`src/rtl/mux_nto1_serializer.sv`:
```
// N-lane to 1 word serialiser for the PHY transmit path.
// A single fast clock runs at LANES x the lane word rate. An internal lane counter
// marks the capture edge (counter at 0, or an external sync_in), latches all lanes,
// and then walks through lanes 1..LANES-1 on the following edges. Lane 0 goes
// straight from data_in on the capture edge, so it needs no hold register.
// All outputs are registered.

module mux_nto1_serializer #(
    parameter int                 WIDTH     = 8,
    parameter int                 LANES     = 4,
    parameter int                 IDLE_FILL = 0,
    parameter logic [WIDTH-1:0]   IDLE_WORD = WIDTH'(8'hBC),
    localparam int                SELW      = $clog2(LANES)
) (
    input  logic                    clk_4f,
    input  logic                    reset_L,
    input  logic [LANES*WIDTH-1:0]  data_in,
    input  logic [LANES-1:0]        valid_in,
    input  logic                    sync_in,
    output logic [WIDTH-1:0]        data_out,
    output logic                    valid_out,
    output logic [SELW-1:0]         lane_id,
    output logic                    frame_start,
    output logic                    sync_err
);

    localparam logic [SELW-1:0] CNT_ZERO = {SELW{1'b0}};
    localparam logic [SELW-1:0] CNT_ONE  = SELW'(1);
    localparam logic [SELW-1:0] CNT_LAST = SELW'(LANES - 1);
    localparam logic            USE_IDLE = (IDLE_FILL != 32'sd0);

    // Lane counter and capture strobe
    logic [SELW-1:0]  cnt_q;
    logic [SELW-1:0]  cnt_d;
    logic             cap_s;
    logic [SELW-1:0]  sel_s;

    // Hold registers for lanes 1..LANES-1
    logic [WIDTH-1:0] hold_q [1:LANES-1];
    logic [WIDTH-1:0] hold_d [1:LANES-1];
    logic [LANES-1:1] hvalid_q;
    logic [LANES-1:1] hvalid_d;

    // Selected lane word for this edge
    logic [WIDTH-1:0] word_s;
    logic             word_valid_s;

    // Output registers
    logic [WIDTH-1:0] data_out_q;
    logic [WIDTH-1:0] data_out_d;
    logic             valid_out_q;
    logic             valid_out_d;
    logic [SELW-1:0]  lane_id_q;
    logic [SELW-1:0]  lane_id_d;
    logic             frame_start_q;
    logic             frame_start_d;
    logic             sync_err_q;
    logic             sync_err_d;

    // Capture decision and next lane count; a capture always restarts the frame at lane 1
    always_comb begin
        cap_s = (cnt_q == CNT_ZERO) | sync_in;
        cnt_d = cnt_q;
        if (cap_s) begin
            cnt_d = CNT_ONE;
        end else if (cnt_q == CNT_LAST) begin
            cnt_d = CNT_ZERO;
        end else begin
            cnt_d = cnt_q + CNT_ONE;
        end
        if (cap_s) begin
            sel_s = CNT_ZERO;
        end else begin
            sel_s = cnt_q;
        end
    end

    // Latch lanes 1..LANES-1 on a capture edge, otherwise keep them
    always_comb begin
        hvalid_d = hvalid_q;
        for (int k = 1; k < LANES; k++) begin
            hold_d[k] = hold_q[k];
            if (cap_s) begin
                hold_d[k]   = data_in[k*WIDTH +: WIDTH];
                hvalid_d[k] = valid_in[k];
            end else begin
                hold_d[k]   = hold_q[k];
                hvalid_d[k] = hvalid_q[k];
            end
        end
    end

    // Pick the word for this slot: lane 0 bypasses the hold regs, others use an AND-OR mux
    always_comb begin
        word_s       = {WIDTH{1'b0}};
        word_valid_s = 1'b0;
        if (cap_s) begin
            word_s       = data_in[WIDTH-1:0];
            word_valid_s = valid_in[0];
        end else begin
            for (int k = 1; k < LANES; k++) begin
                word_s       = word_s | ({WIDTH{cnt_q == SELW'(k)}} & hold_q[k]);
                word_valid_s = word_valid_s | ((cnt_q == SELW'(k)) & hvalid_q[k]);
            end
        end
    end

    // Next output values; an invalid slot either holds the last word or emits the idle word
    always_comb begin
        valid_out_d   = word_valid_s;
        lane_id_d     = sel_s;
        frame_start_d = (sel_s == CNT_ZERO);
        sync_err_d    = sync_in & (cnt_q != CNT_ZERO);
        data_out_d    = data_out_q;
        if (word_valid_s) begin
            data_out_d = word_s;
        end else if (USE_IDLE) begin
            data_out_d = IDLE_WORD;
        end else begin
            data_out_d = data_out_q;
        end
    end

    // State and output flops; reset discards any partial frame
    always_ff @(posedge clk_4f or negedge reset_L) begin
        if (!reset_L) begin
            cnt_q         <= CNT_ZERO;
            hvalid_q      <= {(LANES-1){1'b0}};
            for (int k = 1; k < LANES; k++) begin
                hold_q[k] <= {WIDTH{1'b0}};
            end
            data_out_q    <= {WIDTH{1'b0}};
            valid_out_q   <= 1'b0;
            lane_id_q     <= CNT_ZERO;
            frame_start_q <= 1'b0;
            sync_err_q    <= 1'b0;
        end else begin
            cnt_q         <= cnt_d;
            hvalid_q      <= hvalid_d;
            for (int k = 1; k < LANES; k++) begin
                hold_q[k] <= hold_d[k];
            end
            data_out_q    <= data_out_d;
            valid_out_q   <= valid_out_d;
            lane_id_q     <= lane_id_d;
            frame_start_q <= frame_start_d;
            sync_err_q    <= sync_err_d;
        end
    end

    assign data_out    = data_out_q;
    assign valid_out   = valid_out_q;
    assign lane_id     = lane_id_q;
    assign frame_start = frame_start_q;
    assign sync_err    = sync_err_q;

endmodule
```
`config.mk`:
```
export PLATFORM = sky130hd
export DESIGN_NAME = mux_nto1_serializer
export DESIGN_NICKNAME = d
export VERILOG_FILES = /design/src/rtl/mux_nto1_serializer.sv
export SDC_FILE = /design/constraint.sdc
export NUM_CORES = 1
export LEC_CHECK = 0
export ABC_AREA = 1
export CORE_MARGIN = 5
export CORE_UTILIZATION = 40
export DETAILED_ROUTE_END_ITERATION = 8
export GPL_TIMING_DRIVEN = 1
export PLACE_DENSITY_LB_ADDON = 0.1
export SYNTH_ARGS = -nofsm -noshare
export SYNTH_HDL_FRONTEND = slang
export SYNTH_SLANG_ARGS = --single-unit
```
`constraint.sdc`:
```
create_clock -name clk_4f -period 1.6 [get_ports clk_4f]
set_clock_uncertainty 0.1 [all_clocks]
set_input_delay 0.32 -clock clk_4f [delete_from_list [all_inputs] [get_ports clk_4f]]
set_output_delay 0.32 -clock clk_4f [all_outputs]
set_load 0.02 [all_outputs]
```
# Word-level counts from Yosys, hierarchy flattened
# Cells that the tools add are included.
[classes]
n_reduce_logical = 3
bitwise_logic = 12
n_addsub = 1
mux = 5
eq_ne = 3
[ops]
columns = ["op", "n"]
rows = [
  ["$and 8x8->8", 3],
  ["$or 8x8->8", 2],
  ["$mux 8", 1],
  ["$mux 2", 3],
  ["$and 1x1->1", 4],
  ["$eq 2x2->1 const B", 2],
  ["$logic_not 2->1", 2],
  ["$or 1x1->1", 3],
  ["$add 2x1->2 const B", 1],
  ["$eq 2x1->1 const B", 1],
  ["$reduce_bool 2->1", 1],
  ["$mux 1", 1],
]
[word_totals]
regBits = 42

# Logic depth before layout (Yosys ltp)
# Gate-level depths: netlist (run 1).
[logic_depth]
depth_word = 5
ltp_mapped = 9
ltp_nobuf = 8

# Worst setup path after synthesis (run 1)
# Ideal clock, no wire load.
[synth_timing]
path_kind = "reg-to-reg"
startpoint = "register cnt_q[0]"
endpoint = "register data_out_q[0], in the netlist data_out[0]"
setup_time_ns = 0.117
slack_ns = 0.113
t_arrival_ns = 1.270
t_required_ns = 1.383
path_stages_with_launch = 10
path_cell_list = "dfrtp_1 > inv_1 > ha_1 > nor2_4 > buf_6 > nand2_1 > nor2_1 > nor2_1 > nand2_1 > nand2_1"
[synth_between]
elab_chain_len = 5
[synth_lines]
columns = ["item", "line", "rtl"]
rows = [
  ["from (decl)", "33", "logic [SELW-1:0] cnt_q;"],
  ["from (signal assigned)", "138", "cnt_q <= cnt_d;"],
  ["$eq 2x1->1 / $eq 2x2->1 (equally long branches)", "102, 103", ""],
  ["$and 8x8->8 / $and 1x1->1 (equally long branches)", "102, 103", ""],
  ["$or 8x8->8 / $or 1x1->1 (equally long branches) (2 in a row)", "102, 103", ""],
  ["$mux 8 / $mux 1 (equally long branches)", "97", "if (cap_s) begin"],
  ["to (signal assigned)", "132", "data_out_q <= {WIDTH{1'b0}};"],
  ["to (signal assigned)", "143", "data_out_q <= data_out_d;"],
  ["to (decl)", "49", "logic [WIDTH-1:0] data_out_q;"],
]
# Several ways; a longest one is shown, not always the timed one.
# A chain may end at the register's enable or synchronous reset.

# Worst setup path after layout (run 1)
[layout_timing]
startpoint = "register cnt_q[1]"
endpoint = "register data_out_q[6], in the netlist data_out[6]"
# The elaborated chain is that of the path after synthesis.

==> flow_metrics.py, run 1 <==
metrics = {
    "yosys": {
        "synth-compound-area-share": 0.00262,
        "synthAdderAreaFrac": 0.0262,
        "ys_ff_latch": 42,
        "synth_top_area_frac": 0.550,
        "synth_xor_area_frac": 0,
        "yosys-mux-area-fraction": 0,
        "synth_top_area_cell": "dfrtp_1",
        "synth.distinct_cells": 16,
        "synth_top_family_by_area": "simple AND/OR/NAND/NOR gates",
        "synth_seq_area_share": 0.550,
        "synthesis.area_mm2": 0.00191,
        "yosysWarnings": 0,
        "syn_area_per_cell_um2": 7.83,
        "synth-simple-area-share": 0.379,
        "syn_nets": 287,
        "yosys-top-cells-area": "dfrtp_1, nand2_1, nor2_1, ha_1, nand3_1",
        "synthCells": 244,
    },
    "global_route": {
        "grt_pass1_wl_mm": 7.53,
        "grtUsageTotal": 0.154,
        "grt_pass1_vias": 1664,
        "grt_max_degree": 26,
        "antenna_found_initial": 0,
        "gr-total-overflow": 0,
    },
    "detailed_routing": {
        "drt_iter0_drc": 74,
        "vias": 1680,
        "viasPerCell": 4.53,
        "routed_wl_mm": 4.62,
        "drcViolationCount": 0,
        "postRouteAntennaNets": 0,
        "wire_per_inst_um": 12.4,
        "first_pass_iters": 4,
    },
    "final_layout": {
        "drive_gt1_frac": 0.161,
        "final_common_cell": "nand2_1",
        "area_growth_pct": 49.2,
        "fin_nets": 359,
        "final_cell_mix": "nand2_1, dfrtp_1, clkdlybuf4s50_1",
        "instances_no_fill": 371,
        "final_util": 0.608,
        "num-fill-cells": 437,
        "diodes": 0,
    },
    "pwr": {
        "netSwitchingFraction": 0.364,
        "combPwrFrac": 0.425,
        "irDropWorstVdd_mv": 0.549,
        "leakagePower_nw": 1.48,
        "clkPwrFrac": 0.182,
        "p_sw_w": 0.00139,
        "seq_power_share": 0.394,
        "powerDensity_mw_per_mm2": 1340,
        "p_int_w": 0.00244,
    },
    "placed_design": {
        "port_buffers": 51,
        "dp_cells": 352,
        "globalplace.congestion": 0.804,
        "dp_hpwl_mm": 3.24,
    },
    "critical_path": {
        "path_max_fanout": 6,
        "start_kind": "flip-flop",
        "cp-end-kind": "flip-flop",
        "arrival_ns": 1.61,
        "worst-setup-path-type": "flip-flop to flip-flop",
        "worstPathRequired_ns": 1.68,
    },
    "clock_tree": {
        "cts_max_path_buffers": 2,
        "htree_levels": 2,
        "clk_pin_slew_ns": 0.08,
        "clockRootBuffer": "clkbuf_8",
        "clock_latency_ns": 0.28,
        "cts_made_buffers": 5,
        "cts_sinks": 42,
        "cts_tree": "built",
    },
    "die": {
        "die-width_um": 79.1,
        "die_h_um": 79.1,
        "num_rows": 25,
        "start_util": 0.407,
        "io_pins": 52,
        "coreArea_mm2": 0.00469,
        "dieArea_mm2": 0.00626,
    },
    "timing": {
        "worst_slew_pin_slew_ns": 0.448,
        "max_slew_margin": 0.702,
        "period_needed_ns": 1.52,
        "max_freq_ghz": 0.657,
        "rsz0062_at_grt": "true",
        "hold_violations": 0,
        "drv_slew": 0,
        "setup_viol": 0,
        "post-route-period-util": 0.952,
    },
    "flow_run": {
        "maxCapViolCount": 0,
    },
    "status": {
        "run_status": "finished clean",
    },
    "min_path": {
        "hold_path.class": "flip-flop to flip-flop",
    },
}
[sequential cells by signal, indices dropped and copies added, names as in the netlist]
name,count
valid_out,1
frame_start,1
hold_q,24
lane_id,2
data_out,8
sync_err,1
hvalid_q,3
cnt_q,2
[synth_stat cells, drive strengths merged]
cell type	n
o21ai	1
clkbuf	2
nand3	9
ha	4
buf	8
nor2	30
dfrtp	42
nand2	143
inv	5
[final cells by class]
cell class              instances  area [um^2]  area share
clock buffers                   6         82.6      0.0290
clock inverters                 2         12.5     0.00439
inverters                       5         18.8     0.00658
multi-input cells             188          842       0.295
flip-flops and latches         42         1050       0.369
well taps                      54         67.6      0.0237
repair buffers                 74          777       0.272
[timing repair]
action,CTS,global route
setup buffers,1,6
gates cloned,1,2
endpoints found under the hold margin,17,0
pin swaps,2,11
hold buffers,1,0
resized for setup,14,21
setup endpoints to repair,21,19
[metal layers]
metal	track usage	wire, um	vias up
met5	0	0	-
met4	0.0601	65	0
met3	0.0397	306	7
met2	0.258	2260	47
met1	0.191	1990	747
li1	-	-	879
[final timing paths]
check / startpoint / to / cells past startpoint / slack [ns]
min reg2reg: hold_q[0]$_DFFE_PN0P_ / hold_q[0]$_DFFE_PN0P_ / 2 / 0.38
min in group asynchronous: reset_L / frame_start$_DFF_PN0_ / 2 / 0.41
max reg2reg: cnt_q[1]$_DFF_PN0_ / data_out[6]$_DFFE_PN0P_ / 9 / 0.08
max in group asynchronous: reset_L / hold_q[2]$_DFFE_PN0P_ / 3 / 0.52
max: cnt_q[1]$_DFF_PN0_ / data_out[6]$_DFFE_PN0P_ / 9 / 0.08
min: hold_q[0]$_DFFE_PN0P_ / hold_q[0]$_DFFE_PN0P_ / 2 / 0.38
[power groups by stage]
| stage | sequential, W | clock [W] | combinational [W] |
|---|---|---|---|
| 6_report | 0.00151 | 0.000697 | 0.00163 |
| 5_1_grt | 0.00155 | 0.000761 | 0.00182 |
| 4_1_cts | 0.00151 | 0.000719 | 0.00143 |
| 3_5_place_dp | 0.00153 | 0 | 0.00149 |
| 3_3_place_gp | 0.00153 | 0 | 0.00146 |
| 2_1_floorplan | 0.00167 | 0 | 0.000655 |
[cells by family after synthesis]
family          after synthesis
compound gates                1
fa+ha+maj                     4
buf+inv                      15
flops                        42
simple gates                182
[worst max-delay path, cell delays in order (launching register included)]
cell	delay (ns)
dfrtp_1	0.37
inv_2	0.07
ha_4	0.16
nor2_4	0.12
buf_12	0.14
clkbuf_16	0.15
nand2_8	0.06
buf_6	0.13
nand3_1	0.07
nand2_1	0.05
[per-stage QoR]
stage / area [um^2] / TNS, ns / hold WS, ns / setup WS, ns / total power [W]
3_5_place_dp: 2570 / -1.55 / 0.187 / -0.140 / 0.00302
6_report: 2850 / 0 / 0.381 / 0.0771 / 0.00383
4_1_cts: 2680 / 0 / 0.386 / 0.00588 / 0.00366
2_1_floorplan: 1910 / 0 / -0.0756 / 0.113 / 0.00233
3_3_place_gp: 2570 / -1.07 / 0.183 / -0.0932 / 0.00299
5_1_grt: 2850 / -0.0574 / 0.405 / -0.0173 / 0.00413
(Power assumes the default switching activity.)
==> run 2, diff against run 1 <==
Settings changed: CTS_CLUSTER_DIAMETER from default to 150.
==> results of run 2 <==
No change in the layout: final DEF, timing and power equal those of run 1.
==> run 3, diff against run 2 <==
Settings changed: GPL_ROUTABILITY_DRIVEN from default to 0.
==> results of run 3 <==
No change in the layout: final DEF, timing and power equal those of run 1.
